File: src/rtl/led_ctrl_pkg.sv
// Shared constants and word-field helpers for the LED control blocks.
// The parallel word is {channel index, duty}; PWM period is 2**DUTY_BITS-1 counts.
package led_ctrl_pkg;

    localparam int CH_BITS   = 3;
    localparam int DUTY_BITS = 5;
    localparam int W         = CH_BITS + DUTY_BITS;
    localparam int NUM_CH    = 2 ** CH_BITS;
    localparam int PER       = 2 ** DUTY_BITS - 1;

    function automatic logic [CH_BITS-1:0] word_ch(input logic [W-1:0] w);
        return w[W-1:DUTY_BITS];
    endfunction

    function automatic logic [DUTY_BITS-1:0] word_duty(input logic [W-1:0] w);
        return w[DUTY_BITS-1:0];
    endfunction

endpackage

File: src/rtl/pwm_timebase.sv
// PWM timebase: prescaler dividing clk into counts, and a count that wraps
// after 2**CNT_BITS-1 counts, with a strobe on the last count of each period.
module pwm_timebase #(
    parameter int CNT_BITS = 5,
    parameter int PRESCALE = 1
) (
    input  logic                clk,
    input  logic                reset,
    output logic [CNT_BITS-1:0] cnt,
    output logic                period_end
);

    localparam int PS_W = (PRESCALE > 1) ? $clog2(PRESCALE) : 1;
    localparam logic [CNT_BITS-1:0] LAST = CNT_BITS'(2 ** CNT_BITS - 2);

    logic [PS_W-1:0] ps;
    logic            tick;

    assign tick       = (ps == PS_W'(PRESCALE - 1));
    assign period_end = tick && (cnt == LAST);

    always_ff @(posedge clk) begin
        if (!reset) begin
            ps  <= '0;
            cnt <= '0;
        end else begin
            if (tick) ps <= '0;
            else      ps <= ps + 1'b1;

            if (period_end) cnt <= '0;
            else if (tick)  cnt <= cnt + 1'b1;
        end
    end

endmodule

File: src/rtl/led_pwm_bank.sv
// Latches {ch, duty} words from the LED shift register on the rising edge of
// the active-low frame enable and drives glitch-free PWM on NUM_CH outputs.
module led_pwm_bank #(
    parameter int CH_BITS   = led_ctrl_pkg::CH_BITS,
    parameter int DUTY_BITS = led_ctrl_pkg::DUTY_BITS,
    parameter int W         = led_ctrl_pkg::W,
    parameter int PRESCALE  = 1,
    localparam int NUM_CH   = 2 ** CH_BITS
) (
    input  logic              clk,
    input  logic              reset,
    input  logic              en,
    input  logic [W-1:0]      word,
    output logic [NUM_CH-1:0] led,
    output logic              frame_done
);

    generate
        if (W != CH_BITS + DUTY_BITS) begin : g_bad_width
            $error("led_pwm_bank: W must equal CH_BITS + DUTY_BITS");
        end
    endgenerate

    logic [CH_BITS-1:0]                 ch;
    logic [DUTY_BITS-1:0]               duty;
    logic [DUTY_BITS-1:0]               cnt;
    logic                               period_end;
    logic                               en_d;
    logic                               armed;
    logic                               commit;
    logic [NUM_CH-1:0][DUTY_BITS-1:0]   shadow;
    logic [NUM_CH-1:0][DUTY_BITS-1:0]   active;

    assign ch   = word[W-1:DUTY_BITS];
    assign duty = word[DUTY_BITS-1:0];

    // armed blocks a commit when reset releases in the middle of a frame
    assign commit = !en_d && en && armed;

    pwm_timebase #(
        .CNT_BITS (DUTY_BITS),
        .PRESCALE (PRESCALE)
    ) u_timebase (
        .clk        (clk),
        .reset      (reset),
        .cnt        (cnt),
        .period_end (period_end)
    );

    always_ff @(posedge clk) begin
        if (!reset) begin
            en_d       <= 1'b1;
            armed      <= 1'b0;
            frame_done <= 1'b0;
            shadow     <= '0;
            active     <= '0;
            led        <= '0;
        end else begin
            en_d       <= en;
            frame_done <= commit;
            if (en)         armed       <= 1'b1;
            if (commit)     shadow[ch]  <= duty;
            // a same-cycle commit is not visible here: active takes the old shadow
            if (period_end) active      <= shadow;
            for (int i = 0; i < NUM_CH; i++)
                led[i] <= (cnt < active[i]);
        end
    end

endmodule

File: config.mk
export PLATFORM = sky130hd
export DESIGN_NAME = led_pwm_bank
export DESIGN_NICKNAME = d
export VERILOG_FILES = /design/src/rtl/led_ctrl_pkg.sv /design/src/rtl/pwm_timebase.sv /design/src/rtl/led_pwm_bank.sv
export SDC_FILE = /design/constraint.sdc
export NUM_CORES = 1
export LEC_CHECK = 0
export CORE_ASPECT_RATIO = 0.9
export CORE_MARGIN = 10
export CORE_UTILIZATION = 64
export DETAILED_ROUTE_END_ITERATION = 12
export GPL_TIMING_DRIVEN = 0
export PLACE_DENSITY = 0.92
export SETUP_SLACK_MARGIN = 0.4
export SKIP_LAST_GASP = 1
export SLEW_MARGIN = 10
export SYNTH_ARGS = -nofsm -noshare
export SYNTH_HDL_FRONTEND = slang
export SYNTH_HIERARCHICAL = 1
export SYNTH_SLANG_ARGS = --single-unit
File: constraint.sdc
create_clock -name clk -period 4.9 [get_ports clk]
set_input_delay 0.49 -clock clk [delete_from_list [all_inputs] [get_ports clk]]
set_output_delay 0.49 -clock clk [all_outputs]
set_load 0.05 [all_outputs]
### Word-level counts from Yosys, hierarchy flattened

Cells that the tools add are included.

* bits in registers: 97
* input port bits: 11

* $add $sub $neg: 2
* order comparisons: 10
* eq/ne operators: 1
* mux-type cells: 3
* bitwise operators: 2
* reductions and logical operators: 7

Operators with widths (count)
* 40-bit bitwise mux: 1
* 5-bit less-than comparator: 8
* 5-bit demux with 3-bit select: 1
* 5-bit by 1-bit adder with 5-bit output (second input constant): 1
* 5-bit equality test (second input constant): 1
* 5-bit 2-to-1 mux: 1
* 1-bit logical AND: 4
* 3-bit by 4-bit less-than comparator with 1-bit output (second input constant): 1
* 3-bit by 1-bit >= comparator with 1-bit output (second input constant): 1
* 1-bit NOT: 2
* 2-bit AND reduction: 1
* 2-bit OR reduction: 1
* 1-bit adder (second input constant): 1
* 1-bit zero test: 1

### Logic depth before layout (Yosys ltp)

* depth in word-level cells: 5
* gate-level depth with buffers: 7
* mapped depth without buffers: 5

### By module

Netlist, hierarchy kept.

Modules (own cells, without submodules)
* led_pwm_bank: times used 1, cells each 412, area each 4087.7 um2, seq. area each 1821.7 um2
* pwm_timebase: times used 1, cells each 28, area each 269.0 um2, seq. area each 120.1 um2

### Worst setup path after synthesis

Ideal clock, no wire load.

* path type: register to register
* start point: register u_timebase.cnt[1]
* end point: register active[0] (netlist name)
* library setup time: 116 ps
* arrival time: 1525 ps
* data required time: 4784 ps
* slack: 3259 ps
* stages on the path, launching flop included: 7
* buffers on the path: 2
* clock period less this slack: 1641 ps
* path through: dfxtp_1 > ha_1 > and4_1 > clkbuf_1 > buf_2 > mux2i_1 > nor2b_1

* word-level cells in the longest chain between the ends: 2

RTL lines
* start: declaration: line pwm_timebase.sv:9 `output logic [CNT_BITS-1:0] cnt,`
* start signal: assignment: line pwm_timebase.sv:31 `else if (tick) cnt <= cnt + 1'b1;`
* 5-bit equality test: line pwm_timebase.sv:20 `assign period_end = tick && (cnt == LAST);`
* 1-bit logical AND: line pwm_timebase.sv:20
* named net period_end: line led_pwm_bank.sv:27 `logic period_end;`
* end signal: assignment: line led_pwm_bank.sv:64 `if (period_end) active <= shadow;`
* end: declaration: line led_pwm_bank.sv:32 `logic [NUM_CH-1:0][DUTY_BITS-1:0] active;`

The timed path passes the listed nets, and every way through them passes these cells.
A chain may end at the register's enable or synchronous reset.

### Final worst setup path

* start point: register u_timebase.cnt[1]
* end point: register active[18] (netlist name)

The elaborated chain is that of the path after synthesis.

==> results.tsv <==
stage	metric	value	unit
die	Core Rows	28	
route	Initial DRT Pass Iterations	4	
critical_path	R2R depth	6	
cells_and_area	most common cell after layout, fill and taps aside	dfxtp_1	
clock_network	largest buffer count on any clock path	2	
grt	Overflow after GRT	0	
sta	Hold WS	0.465	ns
cells_and_area	# fillers	459	
grt	largest net degree at the start of global routing	15	
clock_network	post_cts resized	0	
route	drt wl/cell	16.7	um
cells_and_area	Syn-to-layout area delta	11.9	%
synth	Avg Inst Size Synth	9.90	um^2
sta	RSZ-0062 raised after global routing	false	
run_status	status	completed	
placed_design	Final Wtd Congestion	0.841	
synth	area leader, netlist	dfxtp_1	
clock_network	H-Tree Level Count	3	
sta	Setup Viol. Count Final	0	
grt	All-Layer GR Usage	17.8	%
power	cell area power density	300	nW/um^2
sta	Worst-Margin Slew	0.682	ns
power	Leakage	1.94	nW
sta	slew margin rel.	54.5	%
power	Worst VDD drop	0.194	mV
cells_and_area	most frequent cells in the layout	dfxtp_1 (97), mux2i_1 (80), nand2_1 (63), nor2b_1 (49)	
grt	initial antenna violation count	0	
synth	net count after synthesis	485	
critical_path	crit path DAT	2.49	ns
clock_network	clk slew on worst S/H paths	0.09	ns
cells_and_area	register area	1940	um^2
synth	Synth Register Bits	97	
synth	Seq/Total Area, Yosys	44.6	%
grt	vias in the first global route	3137	
die	I/O pins	20	
clock_network	clock latency on the worst-skew pair	0.35	ns
sta	setup_tns	0	ns
sta	Fin Clk Skew	0.00939	ns
placed_design	IO buf count	19	
synth	Synth area leaders	dfxtp_1 (45%), mux2i_1 (18%), ha_1 (9.8%), nor2b_1 (7.0%), nand2_1 (5.4%)	
clock_network	CTS tree	done	
critical_path	Setup Crit Path Kind	reg -> reg	
synth	share of the synthesized area in the top cell type	44.6	%
synth	mapped cell area	4360	um^2
die	Core Region	6590	um^2
synth	Post-Syn Instances	440	
grt	global-route wire length before repair	15000	um
critical_path	WP data required	5.14	ns
clock_network	Hold Buf Count CTS	0	
sta	final hold viol count	0	
route	DRT antenna net count	0	
route	Total Wirelength	9380	um
sta	Slew Limit Fails	0	
route	DR DRC count	0	
die	Initial Utilization	66.1	%
synth	YS warnings	6	
sta	Fmax	443	MHz
power	Total Power	1.46	mW
clock_network	clk sinks	97	
placed_design	Setup Slack @ Placement	2.70	ns
die	Die W	107	um
cells_and_area	share of cells above drive strength 1	6.77	%
worst_hold_path	Worst Hold Class	reg -> reg	
route	DR vias/cell	5.44	
route	via count	3064	
clock_network	setup bufs post-CTS	0	
clock_network	CTS Buf Count	9	
placed_design	post-detail-place hpwl	6530	um
critical_path	nature of the critical path endpoint	register	
cells_and_area	Post-layout nets	515	
cells_and_area	Final Cell Area	4880	um^2
cells_and_area	ant diodes	0	
sta	fin crit period	2.26	ns
sta	final period utilization	46.1	%
placed_design	area post-placement	4660	um^2
die	die height	98.3	um
flow_run	Max-Cap Viols	0	
sta	Final WS setup	2.64	ns
die	DIE AREA	10500	um^2
synth	Yosys cell types	30	
worst_hold_path	hold path depth	2	
critical_path	Worst Setup Start Kind	register	
critical_path	crit-path max FO	12	
route	DR iter-0 viols	149	
cells_and_area	area of the multi-input gates	2190	um^2
clock_network	CTS Root Cell	clkbuf_8	
[path summary, 6_finish.rpt]
path / start / to / slack [ns]
hold reg to reg: shadow[6] / shadow[6] / 0.47
hold / removal: shadow[6] / shadow[6] / 0.47
setup / recovery: u_timebase/cnt[1] / active[18] / 2.64
setup reg to reg: u_timebase/cnt[1] / active[18] / 2.64
[registers in the layout (all words and copies together), names as in the netlist]
name	count
armed	1
frame_done	1
shadow	40
u_timebase/ps	1
led	8
u_timebase/cnt	5
en_d	1
active	40
[cells in the mapped netlist]
master / count
inv_1: 34
ha_1: 34
xor2_1: 3
buf_6: 2
and2b_1: 2
and3b_1: 1
nand2_1: 63
nand2b_1: 1
buf_2: 10
nor2b_1: 49
nor2_1: 7
and4_1: 1
dfxtp_1: 97
mux2i_1: 80
a41o_1: 1
o21a_1: 1
and3_1: 1
nand2_2: 3
nor3_4: 1
nand3b_1: 9
conb_1: 1
nor3_1: 1
nand4b_1: 2
o21ai_0: 8
clkbuf_1: 6
nand3_2: 2
a21oi_1: 9
nor3b_1: 2
a31oi_1: 8
xnor2_1: 1
[metal layers]
metal / vias to the layer above / global-route usage, % / wire length [um]
met4: 0 / 4.68 / 136
met2: 51 / 31.8 / 4850
met3: 16 / 4.86 / 389
li1: 1517 / - / -
met1: 1480 / 20.2 / 4000
met5: - / 0 / 0
[through the flow]
stage               cells  utilization [%]
floorplan             440                -
global placement      549             70.7
detailed placement    549             70.7
CTS                   563             74.0
global route          563             74.0
finish                563             74.0
[power breakdown]
part	leakage (nW)	internal, mW	switching, mW
Sequential	0.783	0.795	0.0122
Combinational	1.05	0.0383	0.0568
Clock	0.111	0.309	0.252
[critical path, cell delays in order, from the launching register on]
cell,delay (ns)
dfxtp_1,0.76
ha_1,0.29
and4_1,0.20
clkbuf_1,0.19
buf_2,0.34
mux2i_1,0.26
nor2b_1,0.09
[area by class of cell]
| type | count | area share [%] |
|---|---|---|
| Clock inverter | 3 | 1.33 |
| Tap cell | 90 | 2.31 |
| Buffer | 18 | 1.95 |
| Inverter | 34 | 2.62 |
| Clock buffer | 11 | 3.10 |
| Timing Repair Buffer | 19 | 3.90 |
| Sequential cell | 97 | 39.8 |
| Multi-Input combinational cell | 291 | 45.0 |
[cell families (layout without fill, tap and decap cells)]
kind of cell	Yosys count	after routing	synth area share, %
AOI/OAI and AO/OA	27	27	3.50
xor gates and xnor gates	4	4	0.804
adders and majority gates	34	34	9.76
buffers and inverters	52	85	5.11
DFF	97	97	44.6
muxes	80	80	18.4
other	1	1	0.0861
and+or+nand+nor	145	145	17.8
(Power assumes the default switching activity.)
